<file path="config.mk">
export PLATFORM = sky130hd
export DESIGN_NAME = rr_vc_arbiter_flat
export DESIGN_NICKNAME = d
export VERILOG_FILES = /design/src/rtl/rr_vc_arbiter_if.sv /design/src/rtl/rr_vc_arbiter.sv /design/src/flat_wrapper.sv
export SDC_FILE = /design/constraint.sdc
export NUM_CORES = 1
export LEC_CHECK = 0
export ABC_AREA = 1
export CAP_MARGIN = 15
export CORE_UTILIZATION = 53
export DETAILED_ROUTE_END_ITERATION = 6
export GPL_TIMING_DRIVEN = 0
export PLACE_DENSITY = 0.85
export SLEW_MARGIN = 20
export SYNTH_ARGS = -nofsm -noshare
export SYNTH_HDL_FRONTEND = slang
export SYNTH_SLANG_ARGS = --single-unit
</file>
<file path="constraint.sdc">
create_clock -name clk -period 2.1 [get_ports clk]
set_input_delay 0.315 -clock clk [delete_from_list [all_inputs] [get_ports clk]]
set_output_delay 0.315 -clock clk [all_outputs]
set_load 0.05 [all_outputs]
</file>
<file path="src/rtl/rr_vc_arbiter_if.sv">
// rr_vc_arbiter_if: request/release/grant bundle for the per-VN round-robin arbiter
interface rr_vc_arbiter_if #(
  parameter int NUM_VC = 4,
  parameter int NUM_VN = 3,
  parameter int IW     = (NUM_VC > 1) ? $clog2(NUM_VC) : 1
);
  logic [NUM_VN*NUM_VC-1:0] req_in;
  logic [NUM_VN-1:0]        release_in;
  logic [NUM_VN*NUM_VC-1:0] grant_out;
  logic [NUM_VN-1:0]        grant_vld_out;
  logic [NUM_VN*IW-1:0]     grant_idx_out;
  modport master (output req_in, release_in, input grant_out, grant_vld_out, grant_idx_out);
  modport slave  (input req_in, release_in, output grant_out, grant_vld_out, grant_idx_out);
endinterface

</file>
<file path="src/rtl/rr_vc_arbiter.sv">
// rr_vc_arbiter: independent round-robin VC arbiters, one per virtual network, with optional grant locking
module rr_vc_arbiter #(
  parameter int NUM_VC    = 4,
  parameter int NUM_VN    = 3,
  parameter int LOCK_MODE = 1
) (
  input logic             clk,
  input logic             rst_n,
  rr_vc_arbiter_if.slave  bus
);
  localparam int IW = (NUM_VC > 1) ? $clog2(NUM_VC) : 1;
  typedef enum logic {IDLE, LOCKED} state_t;
  genvar v;
  for (v = 0; v < NUM_VN; v++) begin : g_vn
    state_t            r_state, w_state_nxt;
    logic [IW-1:0]     r_ptr, w_ptr_nxt, w_sel, w_k, w_idx;
    logic [NUM_VC-1:0] r_gnt, w_gnt_nxt, w_req;
    logic              w_any, w_arb;
    assign w_req = bus.req_in[v*NUM_VC +: NUM_VC];
    // first requesting VC at or after ptr; the just-granted VC sits last because ptr already moved past it
    always_comb begin
      w_sel = '0;
      w_any = 1'b0;
      w_k   = '0;
      for (int i = 0; i < NUM_VC; i++) begin
        w_k = IW'((int'(r_ptr) + i) % NUM_VC);
        if (!w_any && w_req[w_k]) begin
          w_sel = w_k;
          w_any = 1'b1;
        end
      end
    end
    // next state: arbitrate when idle, unlocked, released, or the held request has dropped
    always_comb begin
      w_arb       = (LOCK_MODE == 0) || (r_state == IDLE) || bus.release_in[v] || !(|(w_req & r_gnt));
      w_state_nxt = r_state;
      w_ptr_nxt   = r_ptr;
      w_gnt_nxt   = r_gnt;
      if (w_arb) begin
        w_gnt_nxt   = w_any ? (NUM_VC'(1) << w_sel) : '0;
        w_ptr_nxt   = !w_any ? r_ptr : (w_sel == IW'(NUM_VC - 1)) ? '0 : w_sel + 1'b1;
        w_state_nxt = (w_any && LOCK_MODE != 0) ? LOCKED : IDLE;
      end
    end
    // state, pointer and grant registers
    always_ff @(posedge clk) begin
      if (!rst_n) begin
        r_state <= IDLE;
        r_ptr   <= '0;
        r_gnt   <= '0;
      end else begin
        r_state <= w_state_nxt;
        r_ptr   <= w_ptr_nxt;
        r_gnt   <= w_gnt_nxt;
      end
    end
    // binary index of the one-hot grant register
    always_comb begin
      w_idx = '0;
      for (int i = 0; i < NUM_VC; i++)
        if (r_gnt[i]) w_idx = IW'(i);
    end
    assign bus.grant_out[v*NUM_VC +: NUM_VC] = r_gnt;
    assign bus.grant_vld_out[v]              = |r_gnt;
    assign bus.grant_idx_out[v*IW +: IW]     = w_idx;
  end
endmodule

</file>
<file path="src/flat_wrapper.sv">
// flat-port wrapper written by rule: the top's interface ports become plain ports
module rr_vc_arbiter_flat 
#(
  parameter int NUM_VC    = 4,
  parameter int NUM_VN    = 3,
  parameter int LOCK_MODE = 1
)
  (clk, rst_n, bus_req_in, bus_release_in, bus_grant_out, bus_grant_vld_out, bus_grant_idx_out);
  rr_vc_arbiter_if #(.NUM_VC(NUM_VC), .NUM_VN(NUM_VN)) bus_i ();
  input logic clk;
  input logic rst_n;
  input wire logic [$bits(bus_i.req_in)-1:0] bus_req_in;
  input wire logic [$bits(bus_i.release_in)-1:0] bus_release_in;
  output wire logic [$bits(bus_i.grant_out)-1:0] bus_grant_out;
  output wire logic [$bits(bus_i.grant_vld_out)-1:0] bus_grant_vld_out;
  output wire logic [$bits(bus_i.grant_idx_out)-1:0] bus_grant_idx_out;
  assign bus_i.req_in = bus_req_in;
  assign bus_i.release_in = bus_release_in;
  assign bus_grant_out = bus_i.grant_out;
  assign bus_grant_vld_out = bus_i.grant_vld_out;
  assign bus_grant_idx_out = bus_i.grant_idx_out;
  rr_vc_arbiter #(.NUM_VC(NUM_VC), .NUM_VN(NUM_VN), .LOCK_MODE(LOCK_MODE)) u_core (.clk(clk), .rst_n(rst_n), .bus(bus_i));
endmodule
</file>
==> qor.txt, run 1 <==
Run status: finished, final reports clean
Final #Nets: 410
Starting Density: 55.6%
Routed vias: 2265
Design Area, Final: 2670 sq um
H-tree lvl count: 1
Prevailing post-synth register cell: dfxtp_1
EDFF count, synth: 0
# placed instances: 418
Setup violators final: 0
Crit path required time: 2.26 ns
Reg-to-reg critical path startpoint: u_core.g_vn[1].r_ptr[0]
Clk sinks: 21
Largest family of logic cells by synthesized area: simple AND/OR/NAND/NOR gates
Crit path launch: u_core.g_vn[1].r_ptr[0]
Final min period: 2.05 ns
Pre-antenna DRT Iters: 5
Drt total wl: 4970 microns
Fin cells: 428
Initial antenna violation count: 0
Final Max Tran Viols: 0
HP Start: rst_n
Fmax: 0.487 GHz
Post-Synth Adder-Cell Area: 7.37%
CP Capture Type: flop
Vias in the first global route: 1878
Post-synthesis mux area share: 0%
# port buffers: 36
Number of warnings issued by yosys: 0
Worst-Skew Late Latency: 0.26 ns
Worst path slowest cell: dfxtp_2
GPL Wtd Cong: 0.881
Critical path arrival: 2.21 ns
MaxCap Viol Count: 0
Post-synth top area share: 23.8%
CP Max Fanout: 10
Relative slew slack: 66.0%
P&R area growth vs syn: 31.2%
Compound-cell area share of the yosys netlist: 8.48%
I/O Pins: 38
Die area: 4100 sq um
Placement Cell Area: 2460 sq um
Synth top cells by count: nand2_1, inv_1, nand3_1
Setup_tns: 0 ns
Worst-Margin Slew: 0.508 ns
Total CTS buffers: 3
RSZ-0062 raised after global routing: true
Final worst-path cycle share: 97.8%
CP Class: flop to flop
Layout cells sized above 1: 20.8%
Iter 0 DRT Violations: 117
Avg Vias per Cell: 5.29
Layout Skew: 0.00494 ns
XOR/XNOR share of the synthesized area: 0%
Worst path max stage delay: 0.33 ns
Hold buffer count at CTS: 0
Worst Hold Class: input pin to flop
Seq cells post-synth: 21
Average size of a mapped cell: 6.10 sq um
Ys async rst share: 0%
Ant diodes: 0
CTS tree: done
Row count: 22
# DRC: 0
Crit-path cells: buf_6 > inv_8 > nand2_2 > nand3_2 > nand2_2 > inv_1 > nand2_1 > o21ai_0 > inv_1 > a21oi_2 > ha_1 > nand3b_1 > nand2_1 > nor2_1
Layout Utilization: 73.0%
Mapped Cells: 334
Largest net degree at the start of global routing: 13
Gr usage total: 23.3%
Dpl hpwl: 3490 microns
Post-Syn Nets: 363
Global-route wire length before repair: 7730 microns
Grt total ovfl: 0
Final Hold Vio Count: 0
Root Driver: clkbuf_8
Startpoint types: flop
Clock Path Buffers: 2
Unique masters post-synth: 23
Mapped Area: 2040 sq um
Top cells by area, synth: nand2_1, dfxtp_1, nand3_1, ha_1, inv_1
Synth Area in Simple Gates: 52.1%
Top-count cell post-synth: nand2_1
Post-synth top area cell: nand2_1
Die width: 64.0 microns
Post-DRT Antenna Nets: 0
Core Area: 3660 sq um
Chip height: 64.0 microns
Register area share after synthesis: 20.6%
Clk pin slew, worst setup/hold paths: 0.08 ns
Drt wl/cell: 11.6 microns
## state kept, by name, summed over array words and instances, names as in the netlist
name	flops
u_core.g_vn.r_ptr	6
u_core.g_vn.r_state	3
u_core.g_vn.r_gnt	12
## cell usage in the layout (no fill, tap or decap), types with 8 or more instances in the layout
cell type | Yosys | layout
a21oi_1 | 17 | 15
clkdlybuf4s50_1 | 0 | 24
dfxtp_1 | 21 | 18
dlymetal6s2s_1 | 0 | 12
ha_1 | 12 | 12
inv_1 | 39 | 34
inv_2 | 4 | 9
nand2_1 | 129 | 120
nand2_2 | 15 | 21
nand3_1 | 32 | 24
nand3_2 | 0 | 8
nand4_1 | 16 | 16
nor2_1 | 11 | 9
## metrics by stage
step	hold WS [ns]	setup WS (ns)
3_3_place_gp	0.519	-0.221
5_1_grt	0.370	-0.0498
4_1_cts	0.372	0.0206
3_5_place_dp	0.516	-0.240
6_report	0.376	0.0466
2_1_floorplan	0.507	0.193
## cell families (layout without fill, tap and decap cells)
kind of cell | Yosys count | count (layout)
and+or+nand+nor | 220 | 220
buffers and inverters | 51 | 97
AOI/OAI and AO/OA | 30 | 30
DFF | 21 | 21
adders and majority gates | 12 | 12
## routing by layer
metal	track usage, %	part of all wire, %	vias up
met3	3.93	6.0	9
met2	40.4	49	78
li1	-	-	1166
met4	6.82	1.5	0
met5	0	0	-
met1	29.2	44	1012
## critical path: cells and delay by family, from the launching register on
kind | cells | cell delay, ns
buffers and inverters | 4 | 0.43
AO/OA/AOI/OAI | 2 | 0.39
flip-flops | 1 | 0.33
AND/OR/NAND/NOR | 7 | 0.55
adder cells (fa/ha/maj) | 1 | 0.24
## worst paths after layout
path | slack [ns] | cells past startpoint | endpoint
setup / recovery | 0.05 | 14 | u_core.g_vn[1].r_ptr[1]
hold / removal | 0.38 | 3 | u_core.g_vn[1].r_state
setup reg to reg | 0.05 | 14 | u_core.g_vn[1].r_ptr[1]
hold reg to reg | 0.53 | 2 | u_core.g_vn[1].r_gnt[3]
## cell type report
| class | instances | area (sq um) |
|---|---|---|
| sequential | 21 | 424 |
| multi-input combinational | 262 | 1470 |
| clock buffer | 3 | 41.3 |
| inverter | 46 | 193 |
| buffer | 5 | 42.5 |
| tap | 48 | 60.1 |
| fill | 299 | 988 |
| timing repair buffer | 42 | 433 |
| clock inverter | 1 | 5.00 |
## what timing repair did
| action | CTS | global route |
|---|---|---|
| gates resized for setup | 0 | 47 |
| setup endpoints to repair | 0 | 11 |
| buffers inserted | 0 | 5 |
Power of run 1 is not shown: default switching activity piles up to over one toggle a cycle in this logic, so the estimate is an artifact.
==> inputs of run 2 (changes only) <==
PLACE_DENSITY = 0.87   (was 0.85)
==> qor.txt, run 2 (same netlist as run 1, synthesis figures left out) <==
Fillers: 315 (+5.4%)
# DRC: 0 (unchanged)
Fmax: 0.500 GHz (+2.6%)
Chip height: 64.0 microns (unchanged)
CTS tree: done
Iter 0 DRT Violations: 152 (+30%)
Post-DRT Antenna Nets: 0 (unchanged)
Final Max Tran Viols: 0 (unchanged)
Routed vias: 2220 (-2.0%)
Biggest regs: u_core.g_vn.r_gnt x12, u_core.g_vn.r_ptr x6, u_core.g_vn.r_state x3
Run status: finished, final reports clean
MaxCap Viol Count: 0 (unchanged)
Ant diodes: 0 (unchanged)
CP Max Fanout: 10 (unchanged)
Total CTS buffers: 3 (unchanged)
Die area: 4100 sq um (unchanged)
Final #Nets: 407 (-0.73%)
Pre-CTS WS: -0.219 ns (+0.0216 ns)
Core Area: 3660 sq um (unchanged)
Final worst-path cycle share: 95.3% (-2.5 points)
Hold buffer count at CTS: 0 (unchanged)
Worst Slack Setup Final: 0.0985 ns (+0.0519 ns)
Commonest cells after routing, fill and taps aside: nand2_1, inv_1, nand3_1
CP Class: flop to flop
GPL Wtd Cong: 0.806 (-8.6%)
Setup_tns: 0 ns (unchanged)
Vias in the first global route: 1905 (+1.4%)
P&R area growth vs syn: 28.6%
I/O Pins: 38 (unchanged)
Layout Utilization: 71.5% (-1.5 points)
Startpoint types: flop
Setup slack, reg-to-reg: 0.1 ns (+0.05 ns)
Commonest non-fill, non-tap cell in the layout: nand2_1
Dpl hpwl: 3460 microns (-0.94%)
Clk sinks: 21 (unchanged)
Drt total wl: 4820 microns (-3.1%)
Pre-antenna DRT Iters: 4 (-1)
Design Area, Final: 2620 sq um (-2.0%)
Die width: 64.0 microns (unchanged)
Worst reg2reg endpoint: u_core.g_vn[0].r_ptr[1]
Crit path required time: 2.25 ns (about the same)
Initial antenna violation count: 0 (unchanged)
PwrDens: 1870 nW/um^2
Critical path arrival: 2.15 ns (-0.06 ns)
HP Start: rst_n
Clock Path Buffers: 2 (unchanged)
Layout cells sized above 1: 18.0% (-2.8 points)
Avg Vias per Cell: 5.22 (-1.3%)
CP Capture Type: flop
Root Driver: clkbuf_8
Grt total ovfl: 0 (unchanged)
Starting Density: 55.6% (unchanged)
Drt wl/cell: 11.3 microns (-2.4%)
Leakage: 0.00144 uW
Final min period: 2.00 ns (-0.0519 ns)
Global-route wire length before repair: 7650 microns (-0.98%)
Largest reg by FF count: u_core.g_vn.r_gnt
WHS Path Cells: 3 (unchanged)
Largest net degree at the start of global routing: 13 (unchanged)
Worst-Skew Late Latency: 0.26 ns (about the same)
Row count: 22 (unchanged)
H-tree lvl count: 1 (unchanged)
Worst Hold Class: input pin to flop
Placement Cell Area: 2460 sq um (unchanged)
Reg-to-reg critical path startpoint: u_core.g_vn[0].r_ptr[0]
Worst-Margin Slew: 0.508 ns (-0.000704 ns)
Final Hold Vio Count: 0 (unchanged)
Hold path endpoint: u_core.g_vn[2].r_state
Peak supply drop: 0.914 mV
Clk pin slew, worst setup/hold paths: 0.08 ns (about the same)
RSZ-0062 raised after global routing: true
FF-to-FF path depth: 14 (unchanged)
Layout Skew: 0.00417 ns (-0.000772 ns)
Number of flip-flops in the largest register: 12 (unchanged)
Relative slew slack: 66.0% (about the same)
Setup violators final: 0 (unchanged)
Gr usage total: 22.8% (-0.52 points)
# port buffers: 36 (unchanged)
-- run 2: through the flow --
step / power (uW) / hold WS [ns] / cells
after CTS: 4720 / 0.369 / 422
after floorplan: 3590 / 0.507 / 334
after global placement: 4360 / 0.521 / 418
after global routing: 5350 / 0.375 / 425
final: 4890 / 0.372 / 425
after detailed placement: 4440 / 0.530 / 418
-- run 2: final cells by class --
cell class                 instances  area, sq um  area share (%)
sequential                        21          425            16.2
timing repair buffer              39          410            15.7
clock buffer                       3         41.3            1.58
inverter                          46          190            7.26
tap                               48         60.1            2.29
clock inverter                     1         5.00           0.191
buffer                             5         42.5            1.62
multi-input combinational        262         1440            55.1
-- run 2: what timing repair did --
action                                  CTS  global route
buffers inserted                          0             1
gates resized for setup                   0            36
endpoints found under the hold margin     0             0
endpoints found under the setup margin    0             8
-- run 2: layer usage --
metal,part of all wire (%),GRT usage [%],vias to the layer above,routed length (microns)
met5,0,0,-,0
met3,4.1,3.93,6,196
met4,0.73,3.13,0,35
met1,44,28.4,1005,2110
li1,-,-,1157,-
met2,51,41.2,52,2470
-- run 2: worst max path at each step --
stage                                        from  slack [ns]                      end
after floorplan           u_core.g_vn[1].r_gnt[3]        0.19     bus_grant_vld_out[1]
after global placement             bus_req_in[11]       -0.22  u_core.g_vn[2].r_ptr[1]
after CTS                 u_core.g_vn[0].r_gnt[3]        0.03     bus_grant_vld_out[0]
after detailed placement           bus_req_in[11]       -0.22  u_core.g_vn[2].r_ptr[1]
after global routing      u_core.g_vn[1].r_ptr[0]       -0.06  u_core.g_vn[1].r_ptr[1]
final                     u_core.g_vn[0].r_ptr[0]         0.1  u_core.g_vn[0].r_ptr[1]
-- run 2: critical path, stage by stage, from the launching register on --
cell and delay, ns:
dfxtp_2 0.34, buf_6 0.12, inv_6 0.05, nand2_2 0.06, nand2_2 0.09, nand2_1 0.09, nand2_2 0.06, nor2_4 0.13
nand3b_1 0.17, nor2_1 0.19, a21oi_2 0.07, ha_1 0.26, nand3b_1 0.15, nand2_1 0.07, nor2_1 0.04
-- run 2: report_power, final --
part / switching, uW / leakage [uW] / total, uW / internal [uW]
clock: 131 / 0.0000255 / 263 / 132
sequential: 170 / 0.000175 / 732 / 562
combinational: 2540 / 0.00124 / 3890 / 1350
total: 2840 / 0.00144 / 4890 / 2050
Power figures use the tool's default switching activity.
==> inputs of run 3 (changes only) <==
ABC_AREA = unset   (was 1)
CORE_UTILIZATION = 47   (was 53)
PLACE_DENSITY = 0.85   (was 0.87)
==> qor.txt, run 3 <==
Run status: finished, final reports clean
Largest reg by FF count: u_core.g_vn.r_gnt
Global-route wire length before repair: 5520 microns (-28%)
Clock Path Buffers: 2 (unchanged)
Clk pin slew, worst setup/hold paths: 0.12 ns (+0.04 ns)
Layout Utilization: 68.4% (-3.2 points)
Final Hold Vio Count: 0 (unchanged)
Seq cells post-synth: 21 (unchanged)
PwrDens: 1030 nW/um^2 (-45%)
Pre-antenna DRT Iters: 5 (+1)
Starting Density: 51.6% (-4.0 points)
Iter 0 DRT Violations: 59 (-61%)
Worst Slack Setup Final: 0.0872 ns (-0.0113 ns)
Root Driver: clkbuf_4
Drt wl/cell: 14.1 microns (+25%)
Average size of a mapped cell: 7.91 sq um (+30%)
Seq. cell area: 420 sq um (-1.2%)
Vias in the first global route: 1320 (-31%)
# DRC: 0 (unchanged)
Synth top cells by count: a21oi_1, dfxtp_1, inv_1
Setup Buffers After CTS: 0 (unchanged)
Largest net degree at the start of global routing: 12 (-1)
Dpl hpwl: 2570 microns (-26%)
Prevailing post-synth register cell: dfxtp_1
Gr usage total: 21.8% (-0.96 points)
Core Area: 2590 sq um (-29%)
Worst Hold Class: flop to flop
Fillers: 219 (-30%)
Relative slew slack: 64.5% (-1.6 points)
Startpoint types: flop
Final min period: 2.01 ns (+0.0113 ns)
Crit path required time: 1.78 ns (-0.47 ns)
Post-DRT Antenna Nets: 0 (unchanged)
Top cells by area, synth: dfxtp_1, ha_1, a21oi_1, nand3_1, a21o_1
Chip height: 55.3 microns (-14%)
Peak supply drop: 0.774 mV (-15%)
Ys async rst share: 0% (unchanged)
Post-Syn Nets: 198 (-45%)
Top-count cell post-synth: a21oi_1
Drt total wl: 3400 microns (-30%)
Register area share after synthesis: 31.4% (+11 points)
I/O Pins: 38 (unchanged)
RSZ-0062 raised after global routing: false
Biggest regs: u_core.g_vn.r_gnt x12, u_core.g_vn.r_ptr x6, u_core.g_vn.r_state x3
CP Class: flop to primary output
Number of flip-flops in the largest register: 12 (unchanged)
Mapped Area: 1340 sq um (-34%)
H-tree lvl count: 1 (unchanged)
Post-synth top area share: 31.4% (+7.7 points)
Pre-CTS WS: -0.259 ns (-0.0398 ns)
Row count: 18 (-18%)
Number of warnings issued by yosys: 0 (unchanged)
Worst-Skew Late Latency: 0.30 ns (+0.04 ns)
Design Area, Final: 1770 sq um (-32%)
P&R area growth vs syn: 32.4%
Setup_tns: 0 ns (unchanged)
Unique masters post-synth: 31 (+35%)
CP Capture Type: primary output
Post-synth top area cell: dfxtp_1
Leakage: 0.000768 uW (-47%)
Clk sinks: 21 (unchanged)
Setup violators final: 0 (unchanged)
CP Max Fanout: 5 (-5)
Grt total ovfl: 0 (unchanged)
Total CTS buffers: 3 (unchanged)
EDFF count, synth: 0 (unchanged)
Mapped Cells: 169 (-49%)
Die width: 55.3 microns (-14%)
Commonest non-fill, non-tap cell in the layout: clkdlybuf4s50_1
Placement Cell Area: 1750 sq um (-29%)
Layout cells sized above 1: 4.76% (-13 points)
Commonest cells after routing, fill and taps aside: clkdlybuf4s50_1, a21oi_1, dfxtp_1
Final #Nets: 240 (-41%)
Initial antenna violation count: 0 (unchanged)
Routed vias: 1384 (-38%)
MaxCap Viol Count: 0 (unchanged)
Worst-Margin Slew: 0.531 ns (+0.0234 ns)
# port buffers: 37 (+2.8%)
Ant diodes: 0 (unchanged)
Layout Skew: 0.00252 ns (-0.00165 ns)
Fmax: 0.497 GHz (-0.56%)
Avg Vias per Cell: 5.77 (+10%)
GPL Wtd Cong: 0.840 (+4.2%)
Die area: 3060 sq um (-25%)
Critical path arrival: 1.70 ns (-0.45 ns)
Area of the multi-input gates: 857 sq um (-41%)
CTS tree: done
Final Max Tran Viols: 0 (unchanged)
Final worst-path cycle share: 95.8% (+0.54 points)
-- run 3: cell types whose count changed after synthesis, sizes merged, moves of 4 or more --
cell    previous run  this run
a21o               0         7
nand2            146        12
a22oi              0         6
nor4               0         4
a21oi             17        23
nand3b             6         0
mux2i              0         4
and2               0         5
o21ai             13         2
inv               46        13
nand2b             0         8
nand4             16         0
nand3             35        12
-- run 3: kinds of logic (layout without fill, tap and decap cells) --
kind of cell | after synthesis | after routing | synth area share (%)
flip-flops | 21 | 21 | 31.4
AO/OA/AOI/OAI | 52 | 52 | 25.4
adder cells (fa/ha/maj) | 12 | 12 | 11.2
multiplexers | 4 | 4 | 2.99
buffers and inverters | 17 | 58 | 4.96
AND/OR/NAND/NOR | 63 | 63 | 24.0
-- run 3: per-stage QoR --
stage	hold slack, ns	power (uW)	cells
CTS	0.498	1830	240
global placement	0.478	1600	236
global route	0.549	1930	240
floorplan	0.432	1300	169
detailed placement	0.491	1650	236
finish	0.503	1820	240
-- run 3: report_power, final --
| group | switching (uW) | leakage (uW) | total, uW | internal (uW) |
|---|---|---|---|---|
| Sequential | 95.9 | 0.000174 | 575 | 479 |
| Clock | 124 | 0.0000150 | 198 | 74.1 |
| Combinational | 661 | 0.000580 | 1050 | 388 |
| Total | 881 | 0.000768 | 1820 | 942 |
-- run 3: final timing paths --
check                                        startpoint                      end  slack (ns)  cells after the start
worst max-delay path            u_core.g_vn[0].r_gnt[3]     bus_grant_idx_out[1]        0.09                      2
worst min-delay path            u_core.g_vn[0].r_gnt[0]  u_core.g_vn[0].r_gnt[0]        0.50                      2
worst max register to register  u_core.g_vn[1].r_ptr[1]  u_core.g_vn[1].r_gnt[0]        0.27                      8
worst min register to register  u_core.g_vn[0].r_gnt[0]  u_core.g_vn[0].r_gnt[0]        0.50                      2
-- run 3: timing repair --
item | CTS | global route
hold buffers | 0 | 0
setup endpoints to repair | 3 | 2
gates resized for setup | 3 | 3
-- run 3: layout make-up --
cell class | count | share of cell area (%)
clock buffers | 4 | 1.48
well taps | 30 | 2.12
inverters | 14 | 2.97
flip-flops and latches | 21 | 23.7
plain buffers | 3 | 0.777
repair buffers | 37 | 20.5
multi-input cells | 131 | 48.4
-- run 3: metal layers --
metal / vias up / track usage, % / wire, microns
met2: 49 / 38.9 / 1640
met5: - / 0 / 0
met1: 646 / 26.5 / 1540
met4: 0 / 5.36 / 15
li1: 687 / - / -
met3: 2 / 4.68 / 194
-- run 3: critical path: stages (launching register included) --
cell and delay [ns]:
dfxtp_1 0.37, or2_2 0.31, clkdlybuf4s50_1 0.71
